$ cat config.mk
export PLATFORM = sky130hd
export DESIGN_NAME = bus_access_scheduler
export DESIGN_NICKNAME = d
export VERILOG_FILES = /design/src/rtl/bus_access_scheduler.sv
export SDC_FILE = /design/constraint.sdc
export NUM_CORES = 1
export LEC_CHECK = 0
export ABC_AREA = 0
export CORE_MARGIN = 2
export CORE_UTILIZATION = 41
export CTS_CLUSTER_SIZE = 30
export DETAILED_ROUTE_END_ITERATION = 12
export PLACE_DENSITY = 0.8
export SLEW_MARGIN = 0
export SYNTH_ARGS = -nofsm -noshare
export SYNTH_HDL_FRONTEND = slang
export SYNTH_SLANG_ARGS = --single-unit
$ cat constraint.sdc
create_clock -name sys_clk -period 1.85 [get_ports sys_clk]
set_input_delay 0.2775 -clock sys_clk [delete_from_list [all_inputs] [get_ports sys_clk]]
set_output_delay 0.2775 -clock sys_clk [all_outputs]
set_load 0.05 [all_outputs]
$ cat src/rtl/bus_access_scheduler.sv
// Two-port scheduler that acquires the 68k bus via BR/BG/BGACK and feeds
// accepted requests one at a time to the bus-cycle engine.
module bus_access_scheduler #(
  parameter int IDLE_HOLD    = 16,
  parameter int STARVE_LIMIT = 4,
  parameter int BG_TIMEOUT   = 1023
) (
  input  logic        sys_clk,
  input  logic        sys_rst,
  input  logic        a_valid,
  output logic        a_ready,
  input  logic [23:0] a_addr,
  input  logic [1:0]  a_size,
  input  logic        a_read,
  input  logic [2:0]  a_fc,
  input  logic [31:0] a_wdata,
  input  logic        b_valid,
  output logic        b_ready,
  input  logic [23:0] b_addr,
  input  logic [1:0]  b_size,
  input  logic        b_read,
  input  logic [2:0]  b_fc,
  input  logic [31:0] b_wdata,
  output logic        eng_start,
  output logic [23:0] eng_addr,
  output logic [1:0]  eng_size,
  output logic        eng_read,
  output logic [2:0]  eng_fc,
  output logic [31:0] eng_wdata,
  input  logic        eng_busy,
  input  logic        eng_done,
  output logic        eng_src,
  input  logic        bg_n,
  input  logic        as_n,
  input  logic        bgack_n_in,
  output logic        br_drive,
  output logic        bgack_drive,
  output logic        owned,
  output logic        bg_timeout_err
);

  localparam int RC_W = $clog2(BG_TIMEOUT + 1);
  localparam int IC_W = $clog2(IDLE_HOLD + 1);
  localparam int SC_W = $clog2(STARVE_LIMIT + 1);

  typedef enum logic [2:0] {
    IDLE, REQ_BUS, OWN, ISSUE, WAIT_DONE, RELEASE
  } state_t;

  state_t          state_reg;
  logic [RC_W-1:0] req_cnt_reg;
  logic [IC_W-1:0] idle_cnt_reg;
  logic [SC_W-1:0] starve_cnt_reg;

  logic a_win;
  logic b_win;
  logic in_own;

  // B normally loses to A, but takes the slot once it has been passed over
  // STARVE_LIMIT times in a row.
  assign b_win  = b_valid && (!a_valid || (starve_cnt_reg == SC_W'(STARVE_LIMIT)));
  assign a_win  = a_valid && !b_win;
  assign in_own = !sys_rst && (state_reg == OWN);

  // Ready is combinational so the handshake completes in the cycle valid is
  // seen; a requester that withdraws is never accepted.
  assign a_ready = in_own && a_win;
  assign b_ready = in_own && b_win;
  assign owned   = bgack_drive;

  always_ff @(posedge sys_clk) begin
    if (sys_rst) begin
      state_reg      <= IDLE;
      req_cnt_reg    <= '0;
      idle_cnt_reg   <= '0;
      starve_cnt_reg <= '0;
      br_drive       <= 1'b0;
      bgack_drive    <= 1'b0;
      bg_timeout_err <= 1'b0;
      eng_start      <= 1'b0;
      eng_src        <= 1'b0;
      eng_addr       <= '0;
      eng_size       <= '0;
      eng_read       <= 1'b0;
      eng_fc         <= '0;
      eng_wdata      <= '0;
    end else begin
      eng_start <= 1'b0;
      if (!b_valid) starve_cnt_reg <= '0;

      case (state_reg)
        IDLE: begin
          req_cnt_reg <= '0;
          if (a_valid || b_valid) begin
            state_reg <= REQ_BUS;
            br_drive  <= 1'b1;
          end
        end

        REQ_BUS: begin
          if (!bg_n && as_n && bgack_n_in) begin
            state_reg    <= OWN;
            bgack_drive  <= 1'b1;
            br_drive     <= 1'b0;
            req_cnt_reg  <= '0;
            idle_cnt_reg <= '0;
          end else if (req_cnt_reg == RC_W'(BG_TIMEOUT - 1)) begin
            state_reg      <= IDLE;
            bg_timeout_err <= 1'b1;
            br_drive       <= 1'b0;
            req_cnt_reg    <= '0;
          end else begin
            req_cnt_reg <= req_cnt_reg + RC_W'(1);
          end
        end

        OWN: begin
          if (a_ready || b_ready) begin
            state_reg    <= ISSUE;
            idle_cnt_reg <= '0;
            eng_src      <= b_ready;
            eng_addr     <= b_ready ? b_addr  : a_addr;
            eng_size     <= b_ready ? b_size  : a_size;
            eng_read     <= b_ready ? b_read  : a_read;
            eng_fc       <= b_ready ? b_fc    : a_fc;
            eng_wdata    <= b_ready ? b_wdata : a_wdata;
            // Start straight away if the engine is free: one cycle latency.
            eng_start    <= !eng_busy;
            if (b_ready)
              starve_cnt_reg <= '0;
            else if (b_valid && (starve_cnt_reg != SC_W'(STARVE_LIMIT)))
              starve_cnt_reg <= starve_cnt_reg + SC_W'(1);
          end else if (idle_cnt_reg == IC_W'(IDLE_HOLD - 1)) begin
            state_reg    <= RELEASE;
            idle_cnt_reg <= '0;
          end else begin
            idle_cnt_reg <= idle_cnt_reg + IC_W'(1);
          end
        end

        ISSUE: begin
          if (eng_start)
            state_reg <= WAIT_DONE;
          else if (!eng_busy)
            eng_start <= 1'b1;
        end

        WAIT_DONE: begin
          if (eng_done) begin
            state_reg    <= OWN;
            idle_cnt_reg <= '0;
          end
        end

        RELEASE: begin
          bgack_drive <= 1'b0;
          state_reg   <= IDLE;
        end

        default: state_reg <= IDLE;
      endcase
    end
  end

endmodule

==> flow_summary_export.csv, run 1 <==
group,metric,value,unit
status,outcome,"finished, final reports clean",
clock_tree,clockBufferDepth,2,
critical_path,slowest_delay,810,ps
die,die_w,105,um
job,drv_cap,0,
synth,ys_types,51,
power_and_ir_drop,p_leak,2.53,nW
sta,rsz0062_at_grt,"yes",
die,rows,37,
critical_path,critPathSlowestCell,"clkdlybuf4s50_1",
sta,fin_crit_sh,97.2,%
finish,design_area,0.00673,mm^2
drt,drt-total-wl,12900,um
die,io_pins,203,
clock_tree,clkTransAtPathRegs,90,ps
critical_path,path_max_fanout,2,
finish,syn_to_final_growth,59.8,%
power_and_ir_drop,ir_drop,0.412,mV
drt,drt_iter0_drc,279,
synth,yosysMostFrequentCell,"dfxtp_1",
synth,yosysSeqAreaShare,41.8,%
global_route,grt_max_degree,52,
synth,ys_warn_count,0,
synth,synth_common_cells,"dfxtp_1, nor2_1, nand2_1, nand3_1, a311oi_1",
critical_path,critical-path-top-delay-family,"buffers and inverters",
critical_path,r2r_setup_slack,90,ps
critical_path,reg2reg_from,"idle_cnt_reg[0]$_SDFFE_PP0P_",
finish,nNetsFinal,841,
place,dp_hpwl,9100,um
sta,drv_slew,0,
clock_tree,cts_root_buf,"clkbuf_8",
synth,yosys_register_bits,88,
clock_tree,hold_buffers,0,
critical_path,critPathCaptureType,"output pin",
drt,vias,4526,
synth,synth_area,0.00422,mm^2
clock_tree,cts_tree,"done",
place,dpl_cell_area,0.00643,mm^2
place,port_buffers,202,
critical_path,cp_num_buf_inv,1,
power_and_ir_drop,powerDensity,597,mW/mm^2
place,pre_cts_slack,-112,ps
critical_path,crit_chain,"clkdlybuf4s50_1",
power_and_ir_drop,p_total,4.02,mW
die,die_h,105,um
min_path,min_path_cells,4,
synth,synthCells,508,
synth,synth_nets,646,
sta,fin_ws,51.5,ps
clock_tree,clk_latency,350,ps
synth,postSynthAreaPerCell,8.30,um^2
sta,min_period,1800,ps
min_path,hold_end,"eng_src$_SDFFE_PP0P_",
critical_path,rr_worst_depth,6,
clock_tree,clock_sinks,88,
sta,maxSlewHeadroom,60.7,%
drt,vias_per_cell,5.36,
drt,wl_per_cell,15.2,um
clock_tree,cts_buffers,9,
die,die_area,0.0111,mm^2
sta,tightest_slew,590,ps
synth,synth.area.top_cells,"dfxtp_1, a311oi_1, nand3_1, nor2_1, nand2_1",
critical_path,worstPathRequired,1570,ps
synth,synth_top_cell_by_area,"dfxtp_1",
finish,largest_reg_flops,32,
global_route,grt_pass1_vias,4331,
drt,firstDrtPassIters,5,
global_route,antenna_found_initial,0,
global_route,grt_pass1_wl,20400,um
critical_path,arrival,1520,ps
min_path,min_from,"b_valid",
clock_tree,h-tree-depth,3,
critical_path,path_class,"flip-flop to output pin",
global_route,grt_overflow,0,
drt,ant_nets,0,
die,placeableCoreArea,0.0101,mm^2
place,gp_congestion,0.817,
sta,skew,14.5,ps
critical_path,cp-start-kind,"flip-flop",
synth,synth_ff_type,"dfxtp_1",
finish,insertedDiodeCount,0,
sta,hold_viol,0,
synth,synth_edf_count,0,
die,start_util,41.6,%
drt,drc_errors,0,
sta,setup_viol,0,
sta,max_freq,556,MHz
min_path,hold_class,"input port to flip-flop",
finish,drive_gt1_share,12.4,%
synth,synth_top_cell_area_share,41.8,%
global_route,grtUsageTotal,22.3,%
synth,ys_async_sr_fraction,0,%
critical_path,r2r-end,"state_reg[0]$_SDFFE_PP0P_",
## final cells by class
class                           count  area [um^2]
Fill cell                         805         3400
Timing Repair Buffer              233         2340
Multi-Input combinational cell    366         2250
Sequential cell                    88         1770
Tap cell                          136          170
Clock buffer                       12          155
Clock inverter                      4         28.8
Inverter                            5         18.8
## cell families after synthesis
group,after synthesis,synth area share (%)
flops,88,41.8
buf+inv,54,6.14
simple gates,247,27.3
compound gates,98,19.7
xor+xnor,8,1.66
fa+ha+maj,5,1.48
mux,8,1.90
## layer usage
layer	part of all wire, %	GRT usage, %	up-vias
met3	7.1	4.95	21
met5	0	0	-
met2	49	38.9	190
met4	1.9	7.90	0
li1	-	-	2222
met1	42	27.0	2093
## through the flow
stage / utilization [%] / hold slack (ps) / instances / TNS, ps
floorplan: - / 356 / 508 / 0
global placement: 63.4 / 459 / 822 / -64.5
detailed placement: 63.4 / 463 / 822 / -680
CTS: 65.5 / 452 / 838 / -79.5
global route: 66.4 / 457 / 844 / -8.09
finish: 66.4 / 456 / 844 / 0
## power breakdown
part / switching (mW) / total (mW) / internal [mW]
Combinational: 0.386 / 0.815 / 0.430
Clock: 0.692 / 1.26 / 0.563
Sequential: 0.0239 / 1.95 / 1.92
## timing repair
action                                  4_1_cts  5_1_grt
resized for setup                             7       17
cloned                                        0        0
pin swaps                                     1        3
setup buffers                                 0        6
endpoints found under the setup margin        2       13
## worst max-delay path by stage
stage,from,to,slack [ps],depth (start not counted)
floorplan,state_reg[2]$_SDFFE_PP0P_,b_ready,50,4
global placement,bg_n,state_reg[0]$_SDFFE_PP0P_,-60,6
detailed placement,bgack_n_in,state_reg[0]$_SDFFE_PP0P_,-110,6
CTS,starve_cnt_reg[0]$_SDFF_PP0_,b_ready,-40,7
global route,state_reg[2]$_SDFFE_PP0P_,b_ready,-8,4
finish,eng_addr[0]$_SDFFE_PP0P_,eng_addr[0],50,1
## placed cells by master (no fill, tap or decap), drive strengths merged, types with 4 or more instances in the layout
master / count
a211oi: 9
a21oi: 14
a311oi: 58
and3: 4
buf: 40
clkbuf: 12
clkdlybuf4s50: 185
dfxtp: 88
dlymetal6s2s: 8
ha: 5
inv: 5
mux2i: 8
nand2: 66
nand2b: 5
nand3: 65
nand3b: 5
nor2: 84
o21ai: 5
xor2: 5
No activity file was read; power rests on OpenSTA's default activity.
==> run 2: changes to the inputs <==
CTS_CLUSTER_SIZE = 8   (was 30)
==> results of run 2 <==
No change in the layout: final DEF, timing and power equal those of run 1.
==> variant (flow settings as in run 2) <==
Register the output `bg_timeout_err` once more, cleared by the reset; this adds one clock of latency there. The other outputs are not delayed to match.
--- a/src/rtl/bus_access_scheduler.sv
+++ b/src/rtl/bus_access_scheduler.sv
@@ -49,2 +49,4 @@
 
+  logic bg_timeout_err_s0;
+
   state_t          state_reg;
@@ -78,3 +80,3 @@
       bgack_drive    <= 1'b0;
-      bg_timeout_err <= 1'b0;
+      bg_timeout_err_s0 <= 1'b0;
       eng_start      <= 1'b0;
@@ -108,3 +110,3 @@
             state_reg      <= IDLE;
-            bg_timeout_err <= 1'b1;
+            bg_timeout_err_s0 <= 1'b1;
             br_drive       <= 1'b0;
@@ -164,2 +166,10 @@
 
+  always_ff @(posedge sys_clk) begin
+    if (sys_rst) begin
+      bg_timeout_err <= '0;
+    end else begin
+      bg_timeout_err <= bg_timeout_err_s0;
+    end
+  end
+
 endmodule
Formal check against the unedited RTL: no difference found for any inputs over 10 cycles, from zero or initial values and one cycle with sys_rst high; that may be too few to reach the edited logic, so the function may still have changed.
==> variant against run 2 <==
  * The flow now finishes with violations (setup timing)
  * Area after synthesis is 0.89% lower
  * Routed wire length increased by 9.5%
  * Worst hold slack worse by 0.14 ns
  * Worst setup slack lost 0.26 ns
  * Synthesized cell count is 0.98% higher
  * Sequential cell count is 1 higher
  * Design area grew 1.6%
  * Critical endpoint is now b_ready
Power is not compared: it rests on default switching activity, and its combinational part moved more than twofold at a synthesized area within 25%.
==> variant: results (changes against run 2) <==
[outcome]
status = complete, but fails checks  ; was finished clean
violations = setup timing

[yosys]
synthAdderAreaFrac_pct = 1.50  ; was 1.48%
synth_fp_nets = 651  ; was 646
yosysUniqueCellTypes = 45  ; was 51
netlist_top_cells_area = dfxtp_1 43%, a311oi_1 12%, nor2_1 7.6%  ; was dfxtp_1 42%, a311oi_1 10%, nand3_1 7.7%
muxShareOfSynthArea_pct = 2.19  ; was 1.90%
ys_seq_area_share_pct = 42.6  ; was 41.8%
synth_common_cells = 89 x dfxtp_1, 85 x nor2_1, 66 x nand2_1  ; was 88 x dfxtp_1, 83 x nor2_1, 66 x nand2_1
synth-xor-area-share_pct = 1.68  ; was 1.66%
yosysWarningCount = 0  ; unchanged
synth_compound_area_share_pct = 18.0  ; was 19.7%
synth_top_family_by_area = simple AND/OR/NAND/NOR gates  ; unchanged
synthArstFlopShare_pct = 0  ; unchanged

[timing]
fin_skew_ns = 0.0150  ; was 0.0145 ns
maxSlewViolCount = 0  ; unchanged
slew_headroom_pct = 55.6  ; was 60.7%
setup_tns_ns = -0.791  ; was 0 ns
setup_viol = 9  ; was 0
layout_setup_ws_ns = -0.210  ; was 0.0515 ns

[global_route]
grt_pass1_vias = 4430  ; was 4,331
grt_max_degree = 58  ; was 52
grt_pass1_wl_mm = 21.3  ; was 20.4 mm
track_usage_pct = 23.7  ; was 22.3%
grt_antenna_before_repair = 0  ; unchanged

[cells_and_area]
final_net_count = 852  ; was 841
antennaDiodeCount = 0  ; unchanged
largest_reg_flops = 32  ; unchanged
nFillCells = 833  ; was 805
drive_gt1_share_pct = 11.8  ; was 12.4%

[detailed_routing]
dr.pass1.iters = 4  ; was 5
vias = 4622  ; was 4,526
drt_iter0_markers = 210  ; was 279
wl_per_cell_um = 16.5  ; was 15.2 um

[worst_setup_path]
max_stage_delay_ns = 0.38  ; was 0.81 ns
slowest_stage = or3_1  ; was clkdlybuf4s50_1
arrival_ns = 1.78  ; was 1.52 ns
crit_family = simple AND/OR/NAND/NOR gates  ; was buffers and inverters
path_max_fanout = 2  ; unchanged

[place]
dpl_cell_area_mm2 = 0.00636  ; was 0.00643 mm2
io_buffers = 202  ; unchanged
place_congestion = 0.816  ; was 0.817
hpwl_mm = 9.49  ; was 9.10 mm

[cts]
clk_latency_ns = 0.36
cts_max_level = 3  ; unchanged
clk_pin_slew_worst_paths_ns = 0.09  ; about the same
cts_root_buf = clkbuf_8  ; unchanged
cts_buffers = 9  ; unchanged
clockBufferDepth = 2  ; unchanged

[power]
power.static_leakage_nw = 2.57
ir_drop_v = 0.000545

[worst_hold_path]
hp-class = in -> reg  ; unchanged

==> variant: through the flow <==
| step | util [%] | worst slack (ns) | instances |
|---|---|---|---|
| final | 69.7 | -0.210 | 852 |
| after global routing | 69.7 | -0.258 | 852 |
| after CTS | 67.5 | -0.214 | 844 |
| after detailed placement | 64.8 | -0.214 | 825 |
| after global placement | 64.8 | -0.192 | 825 |
| after floorplan | - | -0.0479 | 513 |
==> variant: worst paths after layout <==
kind	start	end	slack (ns)	cells past startpoint
hold reg to reg	bg_timeout_err_s0	bg_timeout_err	0.47	1
setup reg to reg	state_reg[2]	eng_wdata[19]	-0.10	8
hold / removal	b_valid	eng_wdata[17]	0.32	3
setup / recovery	state_reg[2]	b_ready	-0.21	6
==> variant: tightest hold or removal path: cells and delay by family <==
family / cells / cell delay [ns]
AND/OR/NAND/NOR: 1 / 0.09
buffers and inverters: 1 / 0.19
AO/OA/AOI/OAI: 1 / 0.08
==> variant: what timing repair did <==
item,CTS,global route
gates cloned,0,3
setup endpoints to repair,4,47
resized for setup,13,27
setup buffers,3,5
pin swaps,5,9
==> variant: kinds of logic (layout without fill, tap and decap cells) <==
| group | after synthesis | in the layout |
|---|---|---|
| XOR/XNOR | 8 | 8 |
| AO/OA/AOI/OAI | 96 | 96 |
| AND/OR/NAND/NOR | 252 | 252 |
| adder cells (fa/ha/maj) | 5 | 5 |
| flip-flops | 89 | 89 |
| buffers and inverters | 54 | 260 |
| multiplexers | 9 | 9 |
==> variant: area by class of cell <==
class / count / area (um2) / share of cell area, %
Timing Repair Buffer: 238 / 2450 / 35.7
Multi-Input combinational cell: 370 / 2210 / 32.3
Sequential cell: 89 / 1790 / 26.1
Tap cell: 133 / 166 / 2.43
Clock buffer: 13 / 139 / 2.03
Clock inverter: 3 / 65.1 / 0.951
Inverter: 6 / 26.3 / 0.384
==> variant: where the power goes <==
part	switching, W	internal (W)	total (W)
Sequential	0.000145	0.00216	0.00231
Clock	0.000693	0.000764	0.00146
Combinational	0.00157	0.00111	0.00269
Total	0.00241	0.00404	0.00645
==> variant: routing by layer <==
metal	share of wire (%)	global-route usage (%)	vias to the layer above	wire [um]
met3	7.5	7.30	24	1050
li1	-	-	2239	-
met1	39	27.0	2174	5440
met5	0	0	-	0
met4	2.3	9.90	0	323
met2	52	41.0	185	7260
